File: src/rtl/serial_mag_comp_if.sv
// Handshake and operand/result bundle for the bit-serial magnitude comparator.
interface serial_mag_comp_if #(
  parameter int WIDTH = 8
);
  logic             start;
  logic             signed_en;
  logic [WIDTH-1:0] a;
  logic [WIDTH-1:0] b;
  logic             busy;
  logic             done;
  logic             lt;
  logic             eq;
  logic             gt;

  modport master (
    output start, signed_en, a, b,
    input  busy, done, lt, eq, gt
  );

  modport slave (
    input  start, signed_en, a, b,
    output busy, done, lt, eq, gt
  );
endinterface

File: src/rtl/serial_mag_comp.sv
// Bit-serial MSB-first magnitude comparator with early termination and
// optional two's-complement mode; one 1-bit compare slice reused per clock.
module serial_mag_comp #(
  parameter int WIDTH = 8
) (
  input  logic             clk,
  input  logic             rst,
  serial_mag_comp_if.slave bus
);
  localparam int IDXW = (WIDTH > 1) ? $clog2(WIDTH) : 1;
  localparam logic [IDXW-1:0] MSB_IDX = IDXW'(WIDTH - 1);

  typedef enum logic [1:0] {
    IDLE = 2'd0,
    SCAN = 2'd1,
    DONE = 2'd2
  } state_t;

  state_t            state, state_n;
  logic [WIDTH-1:0]  a_r, a_n;
  logic [WIDTH-1:0]  b_r, b_n;
  logic              signed_r, signed_n;
  logic [IDXW-1:0]   idx, idx_n;
  logic              lt_r, lt_n;
  logic              eq_r, eq_n;
  logic              gt_r, gt_n;
  logic              bit_a, bit_b;

  assign bit_a = a_r[idx];
  assign bit_b = b_r[idx];

  always_ff @(posedge clk) begin
    if (rst) begin
      state    <= IDLE;
      a_r      <= '0;
      b_r      <= '0;
      signed_r <= 1'b0;
      idx      <= '0;
      lt_r     <= 1'b0;
      eq_r     <= 1'b0;
      gt_r     <= 1'b0;
    end else begin
      state    <= state_n;
      a_r      <= a_n;
      b_r      <= b_n;
      signed_r <= signed_n;
      idx      <= idx_n;
      lt_r     <= lt_n;
      eq_r     <= eq_n;
      gt_r     <= gt_n;
    end
  end

  always_comb begin
    state_n  = state;
    a_n      = a_r;
    b_n      = b_r;
    signed_n = signed_r;
    idx_n    = idx;
    lt_n     = lt_r;
    eq_n     = eq_r;
    gt_n     = gt_r;
    unique case (state)
      IDLE: begin
        if (bus.start) begin
          a_n      = bus.a;
          b_n      = bus.b;
          signed_n = bus.signed_en;
          idx_n    = MSB_IDX;
          lt_n     = 1'b0;
          eq_n     = 1'b0;
          gt_n     = 1'b0;
          state_n  = SCAN;
        end
      end
      SCAN: begin
        if (bit_a != bit_b) begin
          // A set sign bit marks the smaller value in two's complement.
          if (signed_r && (idx == MSB_IDX)) begin
            gt_n = bit_b;
            lt_n = bit_a;
          end else begin
            gt_n = bit_a;
            lt_n = bit_b;
          end
          eq_n    = 1'b0;
          state_n = DONE;
        end else if (idx == '0) begin
          eq_n    = 1'b1;
          state_n = DONE;
        end else begin
          idx_n = idx - IDXW'(1);
        end
      end
      DONE: state_n = IDLE;
      default: state_n = IDLE;
    endcase
  end

  assign bus.busy = (state != IDLE);
  assign bus.done = (state == DONE);
  assign bus.lt   = lt_r;
  assign bus.eq   = eq_r;
  assign bus.gt   = gt_r;
endmodule

File: src/flat_wrapper.sv
// flat-port wrapper written by rule: the top's interface ports become plain ports
module serial_mag_comp_flat 
#(
  parameter int WIDTH = 8
)
  (clk, rst, bus_start, bus_signed_en, bus_a, bus_b, bus_busy, bus_done, bus_lt, bus_eq, bus_gt);
  serial_mag_comp_if #(.WIDTH(WIDTH)) bus_i ();
  input  logic clk;
  input  logic rst;
  input wire logic [$bits(bus_i.start)-1:0] bus_start;
  input wire logic [$bits(bus_i.signed_en)-1:0] bus_signed_en;
  input wire logic [$bits(bus_i.a)-1:0] bus_a;
  input wire logic [$bits(bus_i.b)-1:0] bus_b;
  output wire logic [$bits(bus_i.busy)-1:0] bus_busy;
  output wire logic [$bits(bus_i.done)-1:0] bus_done;
  output wire logic [$bits(bus_i.lt)-1:0] bus_lt;
  output wire logic [$bits(bus_i.eq)-1:0] bus_eq;
  output wire logic [$bits(bus_i.gt)-1:0] bus_gt;
  assign bus_i.start = bus_start;
  assign bus_i.signed_en = bus_signed_en;
  assign bus_i.a = bus_a;
  assign bus_i.b = bus_b;
  assign bus_busy = bus_i.busy;
  assign bus_done = bus_i.done;
  assign bus_lt = bus_i.lt;
  assign bus_eq = bus_i.eq;
  assign bus_gt = bus_i.gt;
  serial_mag_comp #(.WIDTH(WIDTH)) u_core (.clk(clk), .rst(rst), .bus(bus_i));
endmodule
File: config.mk
export PLATFORM = sky130hd
export DESIGN_NAME = serial_mag_comp_flat
export DESIGN_NICKNAME = d
export VERILOG_FILES = /design/src/rtl/serial_mag_comp_if.sv /design/src/rtl/serial_mag_comp.sv /design/src/flat_wrapper.sv
export SDC_FILE = /design/constraint.sdc
export NUM_CORES = 1
export LEC_CHECK = 0
export CAP_MARGIN = 5
export CORE_ASPECT_RATIO = 1.75
export CORE_MARGIN = 4
export CORE_UTILIZATION = 25
export CTS_BUF_LIST = sky130_fd_sc_hd__clkbuf_4
export DETAILED_ROUTE_END_ITERATION = 10
export PLACE_DENSITY = 0.51
export SYNTH_ARGS = -nofsm -noshare
export SYNTH_HDL_FRONTEND = slang
export SYNTH_SLANG_ARGS = --single-unit
File: constraint.sdc
create_clock -name clk -period 2.31 [get_ports clk]
set_input_delay 0.462 -clock clk [delete_from_list [all_inputs] [get_ports clk]]
set_output_delay 0.462 -clock clk [all_outputs]
set_load 0.005 [all_outputs]
-- After elaboration in Yosys (flattened, before gate mapping)
Cells that the tools add are included.
- register bits: 25
- output and inout port bits: 5
- logic and storage cells: 51
- bits of input ports: 20
- add/sub/neg operators: 1
- reductions and logical operators: 10
- eq/ne operators: 9
- mux-type cells: 22
- magnitude comparators: 1
- operators with widths (kind ; count):
    1-bit two-way mux ; 9
    3-bit two-way mux ; 3
    1-bit binary-select mux with 3-bit select ; 2
    2-bit two-way mux ; 3
    2-bit != test, second input constant ; 3
    1-bit case mux with 2 select lines ; 3
    3-bit case mux with 2 select lines ; 1
    3-bit AND reduction ; 2
    3-bit by 4-bit less-than comparator with 1-bit output, second input constant ; 1
    2-bit case mux with 2 select lines ; 1
    2-bit AND reduction ; 2
    4-bit AND reduction ; 1
    2-bit nonzero test ; 2
    3-bit equality test, second input constant ; 1
    3-bit zero test ; 1
    3-bit by 1-bit != test with 1-bit output, second input constant ; 1
    3-bit by 1-bit subtractor with 3-bit output, second input constant ; 1
    2-bit by 1-bit equality test with 1-bit output, second input constant ; 1
    2-bit equality test, second input constant ; 1
    2-bit zero test ; 1
    2-bit by 1-bit != test with 1-bit output, second input constant ; 1
    1-bit logical AND ; 1
    1-bit != test ; 1

-- Depth between registers and ports, before layout
Gate-level depths: netlist of run 1.
- depth in word-level cells: 5
- gate-level depth with buffers: 6
- depth with buffers taken out: 6

-- Worst setup path after synthesis of run 1
Ideal clock, no wire load.
- path type: reg-to-reg
- start: register u_core.idx[2]
- end: register u_core.idx[2]
- path buffers: 1
- slack: 0.377 ns
- period minus slack after synthesis: 1.933 ns
- setup time: 0.100 ns
- cell stages (with the launch flop): 7
- data required time: 2.210 ns
- arrival time: 1.834 ns
- cells stage by stage: dfxtp_1 -> buf_6 -> inv_2 -> mux4_2 -> a2111o_1 -> and2_4 -> a2111oi_4
- word-level cells in the longest chain between the ends: 5
- elaborated cells on any way between the ends: 13
- classes of those cells: 1 x add/sub; 3 x eq/ne; 7 x mux; 2 x reduce/logical
- RTL lines (element ; RTL line ; RTL):
    start: declaration ; serial_mag_comp.sv:23 ; logic [IDXW-1:0] idx, idx_n;
    start signal: assignment ; serial_mag_comp.sv:47 ; idx <= idx_n;
    1-bit binary-select mux with 3-bit select, on equally long branches ; serial_mag_comp.sv:29, serial_mag_comp.sv:30 ;
    1-bit two-way mux, on equally long branches ; serial_mag_comp.sv:29, serial_mag_comp.sv:30 ;
    1-bit != test ; serial_mag_comp.sv:77 ; if (bit_a != bit_b) begin
    2-bit != test (no line) ; -- ;
    4-bit AND reduction (no line) ; -- ;
Several ways; a longest one is shown, not always the timed one. The select of a mux whose other input is x is not followed.
A chain may end at the register's enable or synchronous reset.

-- Final worst setup path of run 1
- start: register u_core.a_r[7]
- end: register u_core.idx[2]
- word-level cells in the longest chain between the ends: 5
- RTL lines (element ; RTL line ; RTL):
    start: declaration ; serial_mag_comp.sv:20 ; logic [WIDTH-1:0] a_r, a_n;
    start signal: assignment ; serial_mag_comp.sv:44 ; a_r <= a_n;
    1-bit binary-select mux with 3-bit select ; serial_mag_comp.sv:29 ; assign bit_a = a_r[idx];
    1-bit two-way mux (implied by the code) ; serial_mag_comp.sv:29 ;
    1-bit != test ; serial_mag_comp.sv:77 ;
    2-bit != test (no line) ; -- ;
    4-bit AND reduction (no line) ; -- ;
Every way passes these cells. The select of a mux whose other input is x is not followed.

==> results of run 1 <==
[state kept, by name, summed over array words and instances (netlist names)]
| name | flops |
|---|---|
| u_core.a_r | 8 |
| u_core.b_r | 8 |
| u_core.idx | 3 |
| u_core.state | 2 |
| u_core.bus.eq | 1 |
| u_core.bus.gt | 1 |
| u_core.bus.lt | 1 |
| u_core.signed_r | 1 |
[cell usage after synthesis, drive strengths merged]
library cell | n | area [sq um]
a2111o | 1 | 11.3
a2111oi | 1 | 27.5
a211oi | 2 | 15.0
a21oi | 19 | 95.1
a311oi | 3 | 26.3
a31oi | 1 | 6.26
a32oi | 2 | 17.5
and2 | 2 | 15.0
buf | 2 | 15.0
clkbuf | 8 | 30.0
clkinv | 1 | 3.75
dfxtp | 25 | 500
ha | 3 | 37.5
inv | 3 | 11.3
mux2 | 3 | 33.8
mux2i | 12 | 120
mux4 | 1 | 22.5
nand2 | 39 | 146
nand2b | 2 | 12.5
nand3 | 4 | 20.0
nor2 | 7 | 26.3
nor2b | 4 | 25.0
nor3 | 4 | 20.0
nor3b | 1 | 7.51
nor4 | 1 | 6.26
o311ai | 2 | 17.5
o31ai | 1 | 7.51
or2b | 1 | 7.51
xor2 | 8 | 70.1
[cell type report]
class,instances,share of cell area (%)
multi-input combinational,124,46.3
sequential,25,29.2
timing repair buffer,33,17.9
tap,55,4.01
clock buffer,4,1.75
inverter,4,0.875
[layer usage]
metal / wire length [um] / vias to the layer above / track usage [%]
met1: 1260 / 568 / 10.9
met3: 74 / 6 / 1.07
met4: 90 / 0 / 5.41
li1: - / 616 / -
met2: 1930 / 23 / 20.3
met5: 0 / - / 0
[worst min-delay path, cell delays in order, from the launching register on]
cell and delay [ns]:
dfxtp_1 0.34, nand2_1 0.05, mux2i_1 0.05
[kinds of logic after synthesis]
| group | synth area share [%] |
|---|---|
| and+or+nand+nor | 21.1 |
| AOI/OAI and AO/OA | 16.5 |
| DFF | 36.9 |
| muxes | 13.0 |
| buffers and inverters | 4.43 |
| xor gates and xnor gates | 5.17 |
| adders and majority gates | 2.77 |
[power by group through the flow]
stage,Clock (mW),Combinational [mW],Sequential (mW)
2_1_floorplan,0,0.260,0.510
3_3_place_gp,0,0.392,0.514
3_5_place_dp,0,0.393,0.515
4_1_cts,0.224,0.393,0.506
5_1_grt,0.235,0.434,0.512
6_report,0.214,0.391,0.505
[final timing paths]
check                             startpoint                         end  slack, ns
setup / recovery  u_core.a_r[7]$_SDFFE_PP0P_  u_core.idx[2]$_SDFFE_PP0P_       0.33
setup reg to reg  u_core.a_r[7]$_SDFFE_PP0P_  u_core.idx[2]$_SDFFE_PP0P_       0.33
hold / removal    u_core.bus.gt$_SDFFE_PP0P_  u_core.bus.gt$_SDFFE_PP0P_       0.47
hold reg to reg   u_core.bus.gt$_SDFFE_PP0P_  u_core.bus.gt$_SDFFE_PP0P_       0.47
[layout by cell type (no fill, tap or decap), types with 3 or more instances in the layout]
cell type and instances:
clkbuf_4 4, nor2_1 7, clkdlybuf4s50_1 24, nand3_1 4, nor3_1 4, dfxtp_1 25, ha_1 3, nand2_1 39
buf_4 9, nor2b_1 4, a21oi_1 19, a311oi_1 3, mux2i_1 12, xor2_1 8, mux2_2 3
==> flow_summary_export.csv, run 1 <==
group,metric,value,unit
outcome,status,"finished clean",
sta,hold_violations,0,
power,internal_power,736,uW
route,first_pass_iters,4,
sta,setup_slack,0.332,ns
sta,slew_viol_final,0,
power,p_comb_share,35.2,%
clocking,cts_buffer_depth,2,
floorplanning,dieWidth,63.7,um
synthesis,synth_fp_nets,186,
power,pwr-share-clk,19.3,%
grt,grt_use_total,10.6,%
worst_setup_path,crit_slowest_cell,"mux4_2",
power,p_switching,373,uW
synthesis,synthDistinctLibCells,32,
grt,grt_pass1_vias,1212,
worst_setup_path,path_max_fanout,4,
layout,final_core_util,32.7,%
sta,rsz0062_at_grt,"false",
route,drt-initial-drc-count,14,
synthesis,seq_area_frac_synth,36.9,%
layout,multi_input_area,795,sq um
worst_setup_path,crit_arrival,2.21,ns
floorplanning,start_util,25.8,%
floorplanning,io_pins,25,
layout,area_delta_synth_final,26.7,%
route,wire_per_inst,13.7,um
worst_setup_path,critPathCaptureType,"flip-flop",
clocking,clkSinkCount,25,
power,pwr-share-seq,45.5,%
sta,fin_setup_tns,0,ns
grt,grt_max_degree,22,
floorplanning,fp-row-count,35,
sta,worstMarginPinSlew,0.403,ns
worst_setup_path,r2r_cells,5,
sta,period_share,85.6,%
placement,portBuffers,24,
clocking,cts.repair.resized,0,
sta,min_period,1.98,ns
clocking,clkTransAtPathRegs,0.14,ns
synthesis,ys_ff_latch,25,
layout,nFillCells,576,
layout,drive_gt1_share,10.5,%
worst_setup_path,worstSetupPathType,"reg2reg",
clocking,ctsHoldBuffers,0,
clocking,cts_made_buffers,3,
sta,finClkSkew,0.00648,ns
sta,fmax,0.506,GHz
route,vias,1213,
worst_setup_path,required,2.54,ns
layout,nets,214,
floorplanning,coreArea,5260,sq um
clocking,tritoncts,"done",
worst_setup_path,path_depth,5,
worst_hold_path,holdPathStages,2,
worst_setup_path,cp_top_family,"compound AO/OA/AOI/OAI gates",
placement,post-dp-hpwl,2670,um
route,wl,3360,um
grt,overflow,0,
worst_setup_path,cp-start-kind,"flip-flop",
worst_hold_path,hp-class,"reg2reg",
clocking,htree_levels,1,
power,p_leak,0.679,nW
floorplanning,die_area,6710,sq um
power,finalPower,1.11,mW
power,swShare,33.6,%
placement,gp_routability_congestion,0.781,
layout,stdcell_count,245,
placement,placed_cells,241,
synthesis,syn_inst,163,
worst_setup_path,path_cells,"xor2_1, mux4_2, a2111o_1, and2_4, a2111oi_4",
placement,postPlaceCellArea,1690,sq um
synthesis,yosys_warnings,0,
layout,fin_area,1720,sq um
worst_setup_path,cp_num_buf_inv,0,
run,drv_cap,0,
route,drc,0,
grt,grt_pass1_wl,5640,um
layout,n_antenna_cell,0,
sta,holdWs,0.470,ns
clocking,clk_latency,0.32,ns
worst_setup_path,max_stage_delay,0.48,ns
power,vdd_drop_max,0.000249,V
sta,setup_violations,0,
grt,antenna_found_initial,0,
floorplanning,fp.dieH,105,um
synthesis,syn_avg_cell_area,8.31,sq um
synthesis,synth_area,1360,sq um
placement,place_ws,0.368,ns
route,viasPerCell,4.95,
clocking,cts-root-buf,"clkbuf_4",
sta,maxSlewHeadroom,72.8,%
clocking,post_cts_buffers,0,
power,cellPowerDensity,646,nW/um^2
layout,seqCellArea,500,sq um
route,ant_nets,0,
No activity file was read; power rests on OpenSTA's default activity.
==> run 2: changes to the inputs <==
--- a/config.mk
+++ b/config.mk
@@ -8,10 +8,11 @@
 export CAP_MARGIN = 5
 export CORE_ASPECT_RATIO = 1.75
 export CORE_MARGIN = 4
-export CORE_UTILIZATION = 25
+export CORE_UTILIZATION = 53
 export CTS_BUF_LIST = sky130_fd_sc_hd__clkbuf_4
+export CTS_CLUSTER_DIAMETER = 80
 export DETAILED_ROUTE_END_ITERATION = 10
-export PLACE_DENSITY = 0.51
+export PLACE_DENSITY = 0.88
 export SYNTH_ARGS = -nofsm -noshare
 export SYNTH_HDL_FRONTEND = slang
 export SYNTH_SLANG_ARGS = --single-unit
==> run 2 against run 1 <==
  * Design area is 3.9% lower
  * Setup slack worse by 0.22 ns
  * Power is 2.7% lower
  * Routed wire length is 6.1% lower
  * Combinational power is 9.5% lower
  * Sequential power is 4% higher
  * Die area is 48% lower
  * Global-route usage is 9.9 points higher
  * Sequential share of layout area is 1.2 points higher
==> flow_summary_export.csv, run 2 (synthesis gave the netlist of run 1 again) <==
group,metric,value,unit
outcome,status,"finished clean",
worst_setup_path,path_max_fanout,10,
layout,drive_gt1_share,8.60,%
power,cellPowerDensity,654,nW/um^2
route,wire_per_inst,14.9,um
sta,maxSlewHeadroom,71.6,%
clocking,clkTransAtPathRegs,0.13,ns
floorplanning,start_util,55.0,%
clocking,cts.repair.resized,0,
floorplanning,coreArea,2460,sq um
floorplanning,dieWidth,46.2,um
run,drv_cap,0,
route,first_pass_iters,6,
sta,setup_violations,0,
worst_setup_path,reg2reg_to,"u_core.idx[2]$_SDFFE_PP0P_",
worst_setup_path,r2r_start,"u_core.idx[2]$_SDFFE_PP0P_",
clocking,cts-root-buf,"clkbuf_4",
route,viasPerCell,5.93,
worst_setup_path,worstSetupPathType,"reg2reg",
clocking,post_cts_buffers,0,
worst_setup_path,required,2.52,ns
clocking,ctsHoldBuffers,0,
clocking,cts_buffer_depth,2,
power,swShare,33.0,%
placement,portBuffers,24,
floorplanning,fp-row-count,24,
grt,grt_pass1_vias,1307,
worst_setup_path,path_cells,"inv_2, mux4_2, a2111o_1, and2_4, a2111oi_4",
placement,gp_routability_congestion,0.937,
sta,hold_violations,0,
grt,overflow,0,
power,finalPower,1.08,mW
clocking,tritoncts,"done",
worst_hold_path,hp-class,"reg2reg",
grt,grt_util_met1,21.1,%
placement,place_ws,0.183,ns
route,drt-initial-drc-count,34,
clocking,cts_made_buffers,3,
grt,grt_pass1_wl,5360,um
grt,met2_usage,37.9,%
worst_hold_path,min_to,"u_core.bus.lt$_SDFFE_PP0P_",
floorplanning,die_area,3460,sq um
grt,grt_busiest_layer,"met2",
clocking,htree_levels,1,
route,ant_nets,0,
sta,rsz0062_at_grt,"false",
route,wl,3150,um
sta,finClkSkew,0.00145,ns
grt,grt_max_degree,25,
grt,antenna_found_initial,0,
worst_setup_path,critPathCaptureType,"flip-flop",
sta,min_period,2.20,ns
worst_setup_path,rrSetupSlack,0.11,ns
sta,fin_setup_tns,0,ns
worst_setup_path,cp_num_buf_inv,1,
floorplanning,io_pins,25,
power,p_switching,356,uW
clocking,clk_latency,0.30,ns
power,p_comb_share,32.8,%
layout,nets,210,
clocking,clkSinkCount,25,
power,pwr-share-seq,48.5,%
route,vias,1257,
power,internal_power,723,uW
worst_setup_path,cp_top_family,"compound AO/OA/AOI/OAI gates",
worst_setup_path,cp-start-kind,"flip-flop",
layout,mostFrequentLayoutCell,"nand2_1",
power,pwr-share-clk,18.7,%
worst_setup_path,crit_arrival,2.41,ns
worst_hold_path,min_from,"u_core.bus.lt$_SDFFE_PP0P_",
power,vdd_drop_max,0.000586,V
sta,slew_viol_final,0,
sta,holdWs,0.483,ns
sta,period_share,95.2,%
worst_setup_path,crit_slowest_cell,"dfxtp_1",
layout,final_core_util,67.0,%
sta,fmax,0.454,GHz
grt,grt_use_total,20.5,%
placement,post-dp-hpwl,2520,um
sta,worstMarginPinSlew,0.422,ns
worst_hold_path,holdPathStages,2,
worst_setup_path,max_stage_delay,0.57,ns
grt,met3_usage,2.39,%
floorplanning,fp.dieH,74.9,um
worst_setup_path,r2r_cells,5,
sta,setup_slack,0.110,ns
layout,area_delta_synth_final,21.8,%
layout,largest_registers,"u_core.a_r (8), u_core.b_r (8), u_core.idx (3)",
layout,n_antenna_cell,0,
power,p_leak,0.659,nW
route,drc,0,
layout,final_cell_mix,"nand2_1 (39), dfxtp_1 (25), clkdlybuf4s50_1 (24)",
## run 2: cell count changes in the layout (fill, tap and decap cells not counted), sizes merged
| cell | before | now |
|---|---|---|
| buf | 9 | 5 |
## run 2: layer usage
layer	routed length (um)	part of all wire, %
met2	1770	56
met5	0	0
met4	110	3.5
met1	1170	37
met3	100	3.2
## run 2: final cells by class
cell class | instances | area [sq um]
Tap cell | 26 | 32.5
Multi-Input combinational cell | 124 | 795
Clock buffer | 4 | 30.0
Fill cell | 202 | 812
Inverter | 4 | 15.0
Timing Repair Buffer | 29 | 278
Sequential cell | 25 | 500
## run 2: power groups by stage
stage,Combinational [mW],Sequential (mW),Clock (mW)
after floorplan,0.260,0.510,0
after global placement,0.336,0.527,0
after detailed placement,0.353,0.532,0
after CTS,0.353,0.522,0.206
after global routing,0.388,0.530,0.227
final,0.354,0.523,0.202
## run 2: metrics by stage
stage	area, sq um	std cells
after floorplan	1360	163
after global routing	1650	212
after CTS	1650	212
after detailed placement	1620	208
final	1650	212
after global placement	1620	208
## run 2: how the worst max path moves through the flow
| stage | startpoint | to | cells after the start |
|---|---|---|---|
| after detailed placement | u_core.idx[2]$_SDFFE_PP0P_ | u_core.idx[2]$_SDFFE_PP0P_ | 5 |
| final | u_core.idx[2]$_SDFFE_PP0P_ | u_core.idx[2]$_SDFFE_PP0P_ | 5 |
| after global routing | u_core.idx[2]$_SDFFE_PP0P_ | u_core.idx[1]$_SDFFE_PP0P_ | 5 |
| after floorplan | u_core.idx[2]$_SDFFE_PP0P_ | u_core.idx[2]$_SDFFE_PP0P_ | 6 |
| after CTS | u_core.idx[2]$_SDFFE_PP0P_ | u_core.idx[2]$_SDFFE_PP0P_ | 5 |
| after global placement | u_core.idx[2]$_SDFFE_PP0P_ | u_core.idx[2]$_SDFFE_PP0P_ | 5 |
## run 2: worst reg2reg max path, cell delays in order (launching register included)
cell	delay (ns)
dfxtp_1	0.57
inv_2	0.14
mux4_2	0.47
a2111o_1	0.44
and2_4	0.18
a2111oi_4	0.31
==> run 3: changes to the inputs <==
--- a/config.mk
+++ b/config.mk
@@ -7,11 +7,11 @@
 export LEC_CHECK = 0
 export CAP_MARGIN = 5
 export CORE_ASPECT_RATIO = 1.75
-export CORE_MARGIN = 4
 export CORE_UTILIZATION = 53
 export CTS_BUF_LIST = sky130_fd_sc_hd__clkbuf_4
 export CTS_CLUSTER_DIAMETER = 80
 export DETAILED_ROUTE_END_ITERATION = 10
+export GPL_ROUTABILITY_DRIVEN = 0
 export PLACE_DENSITY = 0.88
 export SYNTH_ARGS = -nofsm -noshare
 export SYNTH_HDL_FRONTEND = slang
==> run 3 against run 2 <==
  * Fmax up 4.1%
  * Clock-buffer cell count down 1
  * Critical path type unchanged
  * Highest routed layer unchanged
  * Utilization is 2.8 points higher
  * Setup slack better by 0.088 ns
  * First-iteration DRC count grew 12%
  * Routed wire length shrank 2.5%
  * Die area down 20%
  * Critical path depth did not move
  * Design area fell by 0.23%
  * Register-to-register slack improved by 0.09 ns
==> flow_summary_export.csv, run 3 (synthesis gave the netlist of run 1 again) <==
group,metric,value,unit
outcome,status,"finished clean",
route,drc,0,
route,ant_nets,0,
clocking,cts_buffer_depth,2,
floorplanning,dieWidth,40.2,um
clocking,tritoncts,"done",
worst_setup_path,r2r_cells,5,
worst_setup_path,cp_top_family,"compound AO/OA/AOI/OAI gates",
placement,post-dp-hpwl,2360,um
grt,grt_pass1_wl,4990,um
clocking,ctsHoldBuffers,0,
floorplanning,io_pins,25,
sta,holdWs,0.475,ns
clocking,cts-root-buf,"clkbuf_4",
clocking,cts.repair.resized,0,
worst_setup_path,rrSetupSlack,0.20,ns
floorplanning,fp-row-count,23,
clocking,clkTransAtPathRegs,0.13,ns
layout,mostFrequentLayoutCell,"nand2_1",
clocking,htree_levels,1,
power,cellPowerDensity,658,nW/um^2
layout,nFillCells,205,
sta,rsz0062_at_grt,"false",
worst_hold_path,hp-class,"reg2reg",
grt,overflow,0,
worst_setup_path,reg2reg_to,"u_core.idx[2]$_SDFFE_PP0P_",
layout,drive_gt1_share,8.60,%
sta,maxSlewHeadroom,70.8,%
power,vdd_drop_max,0.000447,V
clocking,clkSinkCount,25,
worst_setup_path,required,2.55,ns
route,wl,3070,um
worst_setup_path,cp-start-kind,"flip-flop",
layout,nets,210,
layout,multi_input_area,795,sq um
worst_hold_path,min_to,"u_core.bus.lt$_SDFFE_PP0P_",
sta,slew_viol_final,0,
worst_setup_path,path_cells,"inv_2, mux4_2, a2111o_1, and2_4, a2111oi_4",
power,p_leak,0.659,nW
floorplanning,die_area,2770,sq um
route,first_pass_iters,4,
sta,fin_setup_tns,0,ns
sta,setup_violations,0,
sta,hold_violations,0,
layout,stdcell_count,211,
floorplanning,fp.dieH,68.9,um
grt,antenna_found_initial,0,
layout,final_cell_mix,"nand2_1 (39), dfxtp_1 (25), clkdlybuf4s50_1 (24)",
grt,grt_pass1_vias,1151,
clocking,clk_latency,0.33,ns
route,vias,1224,
floorplanning,start_util,57.4,%
placement,placed_cells,207,
worst_setup_path,path_max_fanout,10,
placement,postPlaceCellArea,1620,sq um
sta,worstMarginPinSlew,0.432,ns
layout,seqCellArea,500,sq um
worst_hold_path,holdPathStages,2,
run,drv_cap,0,
clocking,cts_made_buffers,3,
worst_setup_path,r2r_start,"u_core.idx[2]$_SDFFE_PP0P_",
worst_setup_path,crit_arrival,2.35,ns
route,wire_per_inst,14.6,um
layout,n_antenna_cell,0,
sta,period_share,91.5,%
grt,grt_max_degree,25,
floorplanning,coreArea,2360,sq um
layout,fin_area,1650,sq um
route,viasPerCell,5.80,
layout,largest_registers,"u_core.a_r (8), u_core.b_r (8), u_core.idx (3)",
worst_setup_path,worstSetupPathType,"reg2reg",
worst_setup_path,max_stage_delay,0.54,ns
worst_hold_path,min_from,"u_core.bus.lt$_SDFFE_PP0P_",
sta,fmax,0.473,GHz
sta,min_period,2.11,ns
worst_setup_path,cp_num_buf_inv,1,
sta,finClkSkew,0.0109,ns
worst_setup_path,crit_slowest_cell,"dfxtp_1",
placement,portBuffers,24,
worst_setup_path,critPathCaptureType,"flip-flop",
grt,grt_use_total,26.0,%
layout,area_delta_synth_final,21.5,%
route,drt-initial-drc-count,38,
clocking,post_cts_buffers,0,
[run 3: layout make-up]
class | instances | area share (%)
Sequential cell | 25 | 30.4
Clock buffer | 3 | 1.37
Inverter | 4 | 0.912
Clock inverter | 1 | 0.304
Timing Repair Buffer | 29 | 16.9
Tap cell | 25 | 1.90
Multi-Input combinational cell | 124 | 48.3
[run 3: tightest hold or removal path: stages (launching register included)]
cell,delay [ns]
dfxtp_1,0.34
nand2_1,0.05
mux2i_1,0.05
[run 3: how the worst max path moves through the flow]
stage               cells past startpoint                       start  slack, ns                          to
floorplan                               6  u_core.idx[2]$_SDFFE_PP0P_       0.38  u_core.idx[2]$_SDFFE_PP0P_
global placement                        5  u_core.idx[2]$_SDFFE_PP0P_       0.33  u_core.idx[2]$_SDFFE_PP0P_
detailed placement                      5  u_core.idx[2]$_SDFFE_PP0P_       0.26  u_core.idx[2]$_SDFFE_PP0P_
CTS                                     5  u_core.idx[2]$_SDFFE_PP0P_       0.23  u_core.idx[2]$_SDFFE_PP0P_
global route                            6  u_core.idx[0]$_SDFFE_PP0P_        0.1  u_core.idx[2]$_SDFFE_PP0P_
finish                                  5  u_core.idx[2]$_SDFFE_PP0P_       0.20  u_core.idx[2]$_SDFFE_PP0P_
[run 3: where the power goes]
part / switching (mW) / total, mW / internal [mW]
Sequential: 0.0467 / 0.520 / 0.474
Clock: 0.140 / 0.206 / 0.0651
Combinational: 0.187 / 0.357 / 0.170
[run 3: layer usage]
layer  GRT usage (%)  up-vias  wire (um)
li1                -      609          -
met1            29.4      564       1120
met2            45.4       40       1700
met3            2.56       11        146
met4            14.2        0        110
met5               0        -          0
[run 3: through the flow]
stage	utilization, %	worst slack (ns)	power [mW]
global route	69.8	0.0992	1.13
floorplan	-	0.377	0.770
detailed placement	68.6	0.257	0.882
global placement	68.6	0.327	0.864
CTS	69.8	0.230	1.08
finish	69.8	0.197	1.08
